### src/rtl/ps2_key_tracker.sv
// PS/2 scan-code tracker: pops bytes from the receiver FIFO, decodes make/break/E0 sequences,
// filters typematic repeats, counts presses and keeps a circular history of pressed keys.
module ps2_key_tracker #(
  parameter int CNT_W         = 8,
  parameter int DEPTH         = 8,
  parameter int COUNT_REPEATS = 0
) (
  input  logic             clk,
  input  logic             clrn,
  input  logic [7:0]       rx_data,
  input  logic             rx_ready,
  output logic             rx_nextdata_n,
  output logic             key_valid,
  output logic [7:0]       key_code,
  output logic             key_ext,
  output logic             key_break,
  output logic             key_repeat,
  output logic             key_held,
  output logic [CNT_W-1:0] press_count,
  input  logic             hist_rd,
  output logic [8:0]       hist_code,
  output logic             hist_empty,
  output logic             hist_full,
  output logic             hist_ovf,
  output logic             err_seq
);
  localparam int AW = $clog2(DEPTH);
  localparam logic [AW:0] FULL_CNT = (AW+1)'(DEPTH);

  localparam logic [1:0] S_IDLE = 2'd0;
  localparam logic [1:0] S_E0   = 2'd1;
  localparam logic [1:0] S_F0   = 2'd2;
  localparam logic [1:0] S_E0F0 = 2'd3;

  localparam logic [7:0] B_E0 = 8'hE0;
  localparam logic [7:0] B_F0 = 8'hF0;
  localparam logic [7:0] B_FA = 8'hFA;
  localparam logic [7:0] B_AA = 8'hAA;

  logic [1:0]       state_q, state_d;
  logic             rx_nextdata_n_q, rx_nextdata_n_d;
  logic             key_valid_q, key_valid_d;
  logic [7:0]       key_code_q, key_code_d;
  logic             key_ext_q, key_ext_d;
  logic             key_break_q, key_break_d;
  logic             key_repeat_q, key_repeat_d;
  logic             key_held_q, key_held_d;
  logic [8:0]       held_q, held_d;
  logic [CNT_W-1:0] press_count_q, press_count_d;
  logic             err_seq_q, err_seq_d;
  logic [8:0]       mem_q [DEPTH];
  logic [8:0]       mem_d [DEPTH];
  logic [AW-1:0]    wr_q, wr_d, rd_q, rd_d;
  logic [AW:0]      cnt_q, cnt_d;
  logic             hist_ovf_q, hist_ovf_d;

  logic consume, ev, ev_ext, ev_brk, err, match, rep, push, pop, full;

  // Byte decoder: the FSM only remembers which prefixes have been seen.
  always_comb begin
    consume = rx_ready & rx_nextdata_n_q;
    ev      = 1'b0;
    ev_ext  = 1'b0;
    ev_brk  = 1'b0;
    err     = 1'b0;
    state_d = state_q;
    if (consume) begin
      case (state_q)
        S_IDLE: begin
          if (rx_data == B_E0)      state_d = S_E0;
          else if (rx_data == B_F0) state_d = S_F0;
          else if (rx_data != B_FA && rx_data != B_AA) ev = 1'b1;
        end
        S_E0: begin
          if (rx_data == B_F0)      state_d = S_E0F0;
          else if (rx_data == B_E0) err = 1'b1;
          else begin
            ev      = 1'b1;
            ev_ext  = 1'b1;
            state_d = S_IDLE;
          end
        end
        default: begin
          state_d = S_IDLE;
          if (rx_data == B_E0 || rx_data == B_F0) err = 1'b1;
          else begin
            ev     = 1'b1;
            ev_brk = 1'b1;
            ev_ext = (state_q == S_E0F0);
          end
        end
      endcase
    end
  end

  // Key event handling: a single tracked key distinguishes new presses from repeats.
  always_comb begin
    rx_nextdata_n_d = ~consume;
    match           = key_held_q && (held_q == {ev_ext, rx_data});
    rep             = ev & ~ev_brk & match;
    push            = ev & ~ev_brk & (~match | (COUNT_REPEATS != 0));
    key_valid_d     = ev;
    err_seq_d       = err;
    key_code_d      = key_code_q;
    key_ext_d       = key_ext_q;
    key_break_d     = key_break_q;
    key_repeat_d    = key_repeat_q;
    key_held_d      = key_held_q;
    held_d          = held_q;
    press_count_d   = push ? press_count_q + CNT_W'(1) : press_count_q;
    if (ev) begin
      key_code_d   = rx_data;
      key_ext_d    = ev_ext;
      key_break_d  = ev_brk;
      key_repeat_d = rep;
      if (!ev_brk && !match) begin
        held_d     = {ev_ext, rx_data};
        key_held_d = 1'b1;
      end else if (ev_brk && match) begin
        key_held_d = 1'b0;
      end
    end
  end

  // History ring: a push into a full ring without a pop evicts the oldest entry.
  always_comb begin
    full       = (cnt_q == FULL_CNT);
    pop        = hist_rd && (cnt_q != '0);
    mem_d      = mem_q;
    wr_d       = wr_q;
    rd_d       = rd_q;
    cnt_d      = cnt_q;
    hist_ovf_d = hist_ovf_q;
    if (push) begin
      mem_d[wr_q] = {ev_ext, rx_data};
      wr_d        = wr_q + AW'(1);
    end
    if (pop) rd_d = rd_q + AW'(1);
    if (push && !pop) begin
      if (full) begin
        rd_d       = rd_q + AW'(1);
        hist_ovf_d = 1'b1;
      end else begin
        cnt_d = cnt_q + (AW+1)'(1);
      end
    end else if (pop && !push) begin
      cnt_d = cnt_q - (AW+1)'(1);
    end
  end

  always_ff @(posedge clk) begin
    if (!clrn) begin
      state_q         <= S_IDLE;
      rx_nextdata_n_q <= 1'b1;
      key_valid_q     <= 1'b0;
      key_code_q      <= '0;
      key_ext_q       <= 1'b0;
      key_break_q     <= 1'b0;
      key_repeat_q    <= 1'b0;
      key_held_q      <= 1'b0;
      held_q          <= '0;
      press_count_q   <= '0;
      err_seq_q       <= 1'b0;
      wr_q            <= '0;
      rd_q            <= '0;
      cnt_q           <= '0;
      hist_ovf_q      <= 1'b0;
      for (int i = 0; i < DEPTH; i++) mem_q[i] <= '0;
    end else begin
      state_q         <= state_d;
      rx_nextdata_n_q <= rx_nextdata_n_d;
      key_valid_q     <= key_valid_d;
      key_code_q      <= key_code_d;
      key_ext_q       <= key_ext_d;
      key_break_q     <= key_break_d;
      key_repeat_q    <= key_repeat_d;
      key_held_q      <= key_held_d;
      held_q          <= held_d;
      press_count_q   <= press_count_d;
      err_seq_q       <= err_seq_d;
      wr_q            <= wr_d;
      rd_q            <= rd_d;
      cnt_q           <= cnt_d;
      hist_ovf_q      <= hist_ovf_d;
      mem_q           <= mem_d;
    end
  end

  assign rx_nextdata_n = rx_nextdata_n_q;
  assign key_valid     = key_valid_q;
  assign key_code      = key_code_q;
  assign key_ext       = key_ext_q;
  assign key_break     = key_break_q;
  assign key_repeat    = key_repeat_q;
  assign key_held      = key_held_q;
  assign press_count   = press_count_q;
  assign err_seq       = err_seq_q;
  assign hist_empty    = (cnt_q == '0);
  assign hist_full     = full;
  assign hist_ovf      = hist_ovf_q;
  assign hist_code     = (cnt_q == '0) ? 9'h000 : mem_q[rd_q];
endmodule

### config.mk
export PLATFORM = sky130hd
export DESIGN_NAME = ps2_key_tracker
export DESIGN_NICKNAME = d
export VERILOG_FILES = /design/src/rtl/ps2_key_tracker.sv
export SDC_FILE = /design/constraint.sdc
export NUM_CORES = 1
export LEC_CHECK = 0
export ABC_CLOCK_PERIOD_IN_PS = 4400
export BUFFER_PORTS_ARGS = -buffer_cell sky130_fd_sc_hd__buf_4
export CAP_MARGIN = 25
export CORE_MARGIN = 10
export CORE_UTILIZATION = 45
export CTS_BUF_LIST = sky130_fd_sc_hd__clkbuf_4
export DETAILED_ROUTE_END_ITERATION = 10
export HOLD_SLACK_MARGIN = 0.02
export PLACE_DENSITY = 0.7
export SYNTH_ARGS = -nofsm -noshare
export SYNTH_HDL_FRONTEND = slang
export SYNTH_SLANG_ARGS = --single-unit
### constraint.sdc
create_clock -name clk -period 4.4 [get_ports clk]
set_input_delay 1.1 -clock clk [delete_from_list [all_inputs] [get_ports clk]]
set_output_delay 1.1 -clock clk [all_outputs]
set_load 0.005 [all_outputs]
Word-level counts from Yosys, hierarchy flattened

Index checks and enable logic that the tools add are counted.

$add $sub $neg: 5
Multipliers: 0
Divide/modulo/power cells: 0
$lt $le $gt $ge: 3
Equal/unequal tests: 11
Shifts and indexed selects: 0
Mux-type cells: 37
Bitwise logic cells: 9
Reduce and logical (&&, ||, !) cells: 25

Operators with widths:

| operator                                     | number |
|---|---|
| bitwise mux 72 bit                           | 1 |
| 2-to-1 mux 9 bit                             | 4 |
| binary-select mux 9 bit (select 3 bit)       | 1 |
| demux 9 bit (select 3 bit)                   | 1 |
| equality test 8 bit, second input constant   | 2 |
| 2-to-1 mux 1 bit                             | 16 |
| inequality test 8 bit, second input constant | 2 |
| 2-to-1 mux 4 bit                             | 3 |
| AND reduction 2 bit                          | 5 |
| equality test 9 bit                          | 1 |
| 2-to-1 mux 3 bit                             | 3 |
| adder 8 x 1 -> 8 bit, second input constant  | 1 |
| >= comparator 4 bit, second input constant   | 2 |
| logical AND 1 bit                            | 8 |
| 2-to-1 mux 2 bit                             | 4 |
| inverter 3 -> 4 bit                          | 2 |
| adder 3 x 1 -> 3 bit, second input constant  | 2 |
| inequality test 3 bit, second input constant | 2 |
| one-hot mux 1 bit (2 select lines)           | 3 |
| adder 4 x 1 -> 4 bit, second input constant  | 1 |
| AND 1 bit                                    | 4 |
| equality test 4 bit, second input constant   | 1 |
| zero test 1 bit                              | 4 |
| zero test 4 bit                              | 1 |
| 13 further kinds                             | 16 |

Register bits after elaboration: 117
Bits in latches: 0
Bits in writable memories: 0
Bits in read-only memories: 0
Output and inout port bits: 35
Logic and storage cells: 113
Memories: 0

Longest topological paths before layout

Word-level depth: 13
Mapped depth: 13
Gate-level depth less buffers: 11

Worst setup path after synthesis

Ideal clock, no wire load.

Path type: input to register
From: input port rx_data[4]
To: register cnt_q[3]
Data arrival time: 3.381 ns
Data required time: 4.256 ns
Setup slack: 0.875 ns
Stages on the path: 12
Path buffers: 2
Cells stage by stage: buf_4 > xnor2_1 > a41oi_2 > o21ai_2 > a21oi_1 > buf_2 > nand2_1 > ha_1 > a31oi_1 > o211a_1 > o21ai_0 > o311ai_0

Longest elaborated chain between the ends: 13

RTL lines:

| what                                                                             | line       | text |
|---|---|---|
| start, declared                                                                  | 10         | `input logic [7:0] rx_data,` |
| equality test 8 bit (tied with other cells)                                      | 70, 76, 85 |  |
| 2-to-1 mux 1 bit (tied with other cells)                                         | 76         | `else if (rx_data == B_E0) err = 1'b1;` |
| 2-to-1 mux 1 bit (on tied branches)                                              | 75, 72, 85 |  |
| one-hot mux 1 bit (2 select lines) / 2-to-1 mux 1 bit (equally long branches)    | 68, 71     |  |
| 2-to-1 mux 1 bit (on tied branches)                                              | 67, 70     |  |
| equality test 9 bit / one-hot mux 1 bit (2 select lines) (equally long branches) | 99, 68     |  |
| logical AND 1 bit / 2-to-1 mux 1 bit (equally long branches)                     | 99, 67     |  |
| inverter 1 bit / AND 1 bit (equally long branches)                               | 101        | `push = ev & ~ev_brk & (~match \| (COUNT_REPEATS != 0));` |
| AND 1 bit *                                                                      | 101        |  |
| zero test 1 bit                                                                  | 146        | `end else if (pop && !push) begin` |
| logical AND 1 bit                                                                | 146        |  |
| nonzero test 2 bit (no line)                                                     | --         |  |
| AND reduction 2 bit (no line)                                                    | --         |  |
| end signal, assigned                                                             | 183        | `cnt_q <= cnt_d;` |
| end, declared                                                                    | 54         | `logic [AW:0] cnt_q, cnt_d;` |

Every way passes the cells marked *; elsewhere a longest branch is shown, timed or not.
A chain may end at the register's enable or synchronous reset.

Final worst setup path

From: register rd_q[1]
To: output port hist_code[7]

Longest elaborated chain between the ends: 5

RTL lines:

| what                                                 | line | text |
|---|---|---|
| start, declared                                      | 53   | `logic [AW-1:0] wr_q, wr_d, rd_q, rd_d;` |
| start signal, assigned                               | 182  | `rd_q <= rd_d;` |
| inverter 3 -> 4 bit (not written as such)            | 201  | `assign hist_code = (cnt_q == '0) ? 9'h000 : mem_q[rd_q];` |
| binary-select mux 9 bit (select 3 bit)               | 201  |  |
| 2-to-1 mux 9 bit (not written as such) (2 in series) | 201  |  |
| 2-to-1 mux 9 bit                                     | 201  |  |
| end, declared                                        | 21   | `output logic [8:0] hist_code,` |

Every way passes these cells. The select of a mux whose other input is x is not followed.

==> results.sh <==
export IMPL_outcome="complete, no violations"
export IMPL_whs_path_depth=2
export IMPL_ys_ff_latch=117
export IMPL_clk_latency_ns=0.57
export IMPL_synth_edff_count=0
export IMPL_nets=617
export IMPL_antenna_found_initial=0
export IMPL_grt_pass1_vias=4170
export IMPL_row_count=39
export IMPL_tritoncts="yes"
export IMPL_cp_slowest_cell="dfxtp_1"
export IMPL_synth_area_top_cells="dfxtp_1, mux2i_1, mux4_2"
export IMPL_period_minus_slack_ns=3.568
export IMPL_die_area_sq_um=16810
export IMPL_tightest_slew_ns=0.8165
export IMPL_place_area_sq_um=5882
export IMPL_vias=4200
export IMPL_initial_utilization_pct=46.60
export IMPL_vias_per_cell=5.563
export IMPL_cp_max_fo=16
export IMPL_grt_pass1_wl_mm=21.23
export IMPL_r2r_start="rx_nextdata_n"
export IMPL_slowest_delay_ns=0.87
export IMPL_maxSlewHeadroom_pct=45.49
export IMPL_yosys_top_cells_count="dfxtp_1, nor2_1, mux2i_1"
export IMPL_maxSlewViolCount=0
export IMPL_htree_levels=4
export IMPL_fin_worst_skew_ns=0.01332
export IMPL_rrSetupSlack_ns=1.61
export IMPL_hold_path_startpoint="key_code[3]"
export IMPL_crit_chain="buf_4 > mux4_2 > mux2i_1 > nor2_1 > buf_4"
export IMPL_dp_hpwl_mm=9.034
export IMPL_gr_usage_all_layers_pct=16.13
export IMPL_ys_flop_type="dfxtp_1"
export IMPL_design_area_sq_um=6195
export IMPL_drc=0
export IMPL_hold_viol_final=0
export IMPL_dr_first_iter_drc_count=268
export IMPL_synthesis_nets=581
export IMPL_grt_overflow=0
export IMPL_ys_warnings_count=0
export IMPL_die_y_um=129.7
export IMPL_critical_path_top_delay_family="flip-flops"
export IMPL_clk_pin_slew_ns=0.12
export IMPL_yosysMostFrequentCell="dfxtp_1"
export IMPL_p_leak_nw=2.335
export IMPL_root_buffer="clkbuf_4"
export IMPL_cts_resized=0
export IMPL_critPathKind="register to output port"
export IMPL_synth_area_per_cell_sq_um=9.612
export IMPL_whs_ns=0.4570
export IMPL_crit_path_end_kind="output port"
export IMPL_numPortBuffers=46
export IMPL_critPathLaunchType="register"
export IMPL_clkSinkCount=117
export IMPL_hold_path_end="key_code[3]"
export IMPL_rr_endpoint="cnt_q[3]"
export IMPL_n_fill_cell=1061
export IMPL_regArea_sq_um=2342
export IMPL_synth_top_cell_area_share_pct=43.28
export IMPL_design_core_area_sq_um=11610
export IMPL_multi_input_area_sq_um=2841
export IMPL_first_pass_iters=5
export IMPL_r2r_cells=10
export IMPL_ir_drop_mv=0.1637
export IMPL_setup_tns_ns=0
export IMPL_total_power_mw=2.624
export IMPL_async_flop_share_pct=0
export IMPL_cts_hold_buffers=0
export IMPL_layout_worst_path_cycle_share_pct=81.09
export IMPL_final_setup_viol_count=0
export IMPL_path_common_cell="buf_4"
export IMPL_finalWirelength_mm=13.29
export IMPL_synth_area_sq_um=5411
export IMPL_rsz0062_at_grt="false"
export IMPL_cts_setup_buffers=0
export IMPL_drive_above_1_share_pct=20.10
export IMPL_max_cap_viol_count=0
export IMPL_cp_required_ns=3.30
export IMPL_antennaDiodeCount=0
export IMPL_cts_buffer_depth=2
export IMPL_fp_dieW_um=129.7
export IMPL_syn_inst=563
export IMPL_hp_class="register to register"
export IMPL_powerDensity_nw_per_um2=423.5
export IMPL_arrival_ns=2.47
export IMPL_grt_max_degree=51
export IMPL_wl_per_cell_um=17.60
export IMPL_max_freq_mhz=280.3
export IMPL_synth_cell_types=47
export IMPL_yosysTopAreaCell="dfxtp_1"
export IMPL_detail_route_antenna_nets=0
export IMPL_pin_count=47
export IMPL_ys_seq_area_share_pct=43.28
export IMPL_cts_inserted_buffers=17
export IMPL_routabilityCongestion=0.7815
export IMPL_crit_buf_inv=2
export IMPL_areaGrowthSynthToFinish_pct=14.47
-- per-stage QoR --
| step | std cells | worst slack (ns) | utilization [%] |
|---|---|---|---|
| after global placement | 722 | 0.8857 | 50.47 |
| after CTS | 755 | 0.7641 | 53.34 |
| after detailed placement | 723 | 0.7627 | 50.65 |
| after global routing | 755 | 0.6908 | 53.34 |
| after floorplan | 563 | 0.8751 | - |
| final | 755 | 0.8319 | 53.34 |
-- where the power goes --
part / switching [mW] / total (mW) / internal [mW]
Clock: 0.448 / 0.852 / 0.404
Sequential: 0.0656 / 1.18 / 1.11
Combinational: 0.328 / 0.596 / 0.268
-- final cells by class --
type	instances	share of cell area, %
clock buffer	18	2.181
inverter	9	0.5453
tap	143	2.888
sequential	117	37.81
timing repair buffer	63	7.837
multi-input combinational	391	45.87
clock inverter	14	2.868
-- logic make-up (layout without fill, tap and decap cells) --
| kind of cell | count (synthesis) | after routing | share of synthesized area, % |
|---|---|---|---|
| AO/OA/AOI/OAI | 68 | 68 | 8.416 |
| XOR/XNOR | 16 | 16 | 2.728 |
| adder cells (fa/ha/maj) | 6 | 6 | 1.387 |
| buffers and inverters | 55 | 104 | 4.208 |
| flip-flops | 117 | 117 | 43.28 |
| multiplexers | 111 | 111 | 24.72 |
| AND/OR/NAND/NOR | 190 | 190 | 15.26 |
-- flip-flops by register name (all words and copies together), names as in the netlist --
name and cells:
held_q 9, rd_q 3, err_seq 1, mem_q 72, key_repeat 1, cnt_q 4
rx_nextdata_n 1, state_q 2, key_valid 1, press_count 8, wr_q 3, key_ext 1
hist_ovf 1, key_code 8, key_break 1, key_held 1
-- cells in the final DEF, fill, tap and decap left out, types with 3 or more instances in the layout --
cell type and count:
inv_1 8, buf_4 62, nand2_1 40, a211oi_1 3, nand4_1 5, xnor2_1 7, o211ai_1 3, mux2i_1 92
a21oi_1 27, nor2_1 103, and2_1 4, clkinv_4 5, ha_1 6, mux4_2 18, or3_1 3, xor2_1 8
o21ai_0 14, nand3_1 12, o2111ai_1 6, clkinvlp_4 3, clkbuf_4 18, nor3_1 6, nor2b_1 3, bufinv_16 3
dfxtp_1 117, nand2b_1 5
-- per-layer routing --
layer	wire length [um]	vias up	track usage [%]
met5	0	-	0
met2	6318	125	27.22
met1	5893	2024	19.21
met4	178	0	5.952
met3	896	14	4.486
li1	-	2037	-
-- worst max path at each step --
stage                          start            to  slack, ns  cells after the start
after floorplan           rx_data[4]      cnt_q[3]       0.88                     12
after global placement    rx_data[7]      cnt_q[2]       0.89                     13
after detailed placement  rx_data[4]      cnt_q[3]       0.76                     11
after CTS                    rd_q[1]  hist_code[7]       0.76                      5
after global routing         rd_q[1]  hist_code[7]       0.69                      5
final                        rd_q[1]  hist_code[7]       0.83                      5
-- worst reg2reg max path: cells and delay by family (launching register included) --
kind                     cells  cell delay, ns
AO/OA/AOI/OAI                6            1.08
flip-flops                   1            0.38
AND/OR/NAND/NOR              3            0.79
adder cells (fa/ha/maj)      1            0.42
Power figures use the tool's default switching activity.
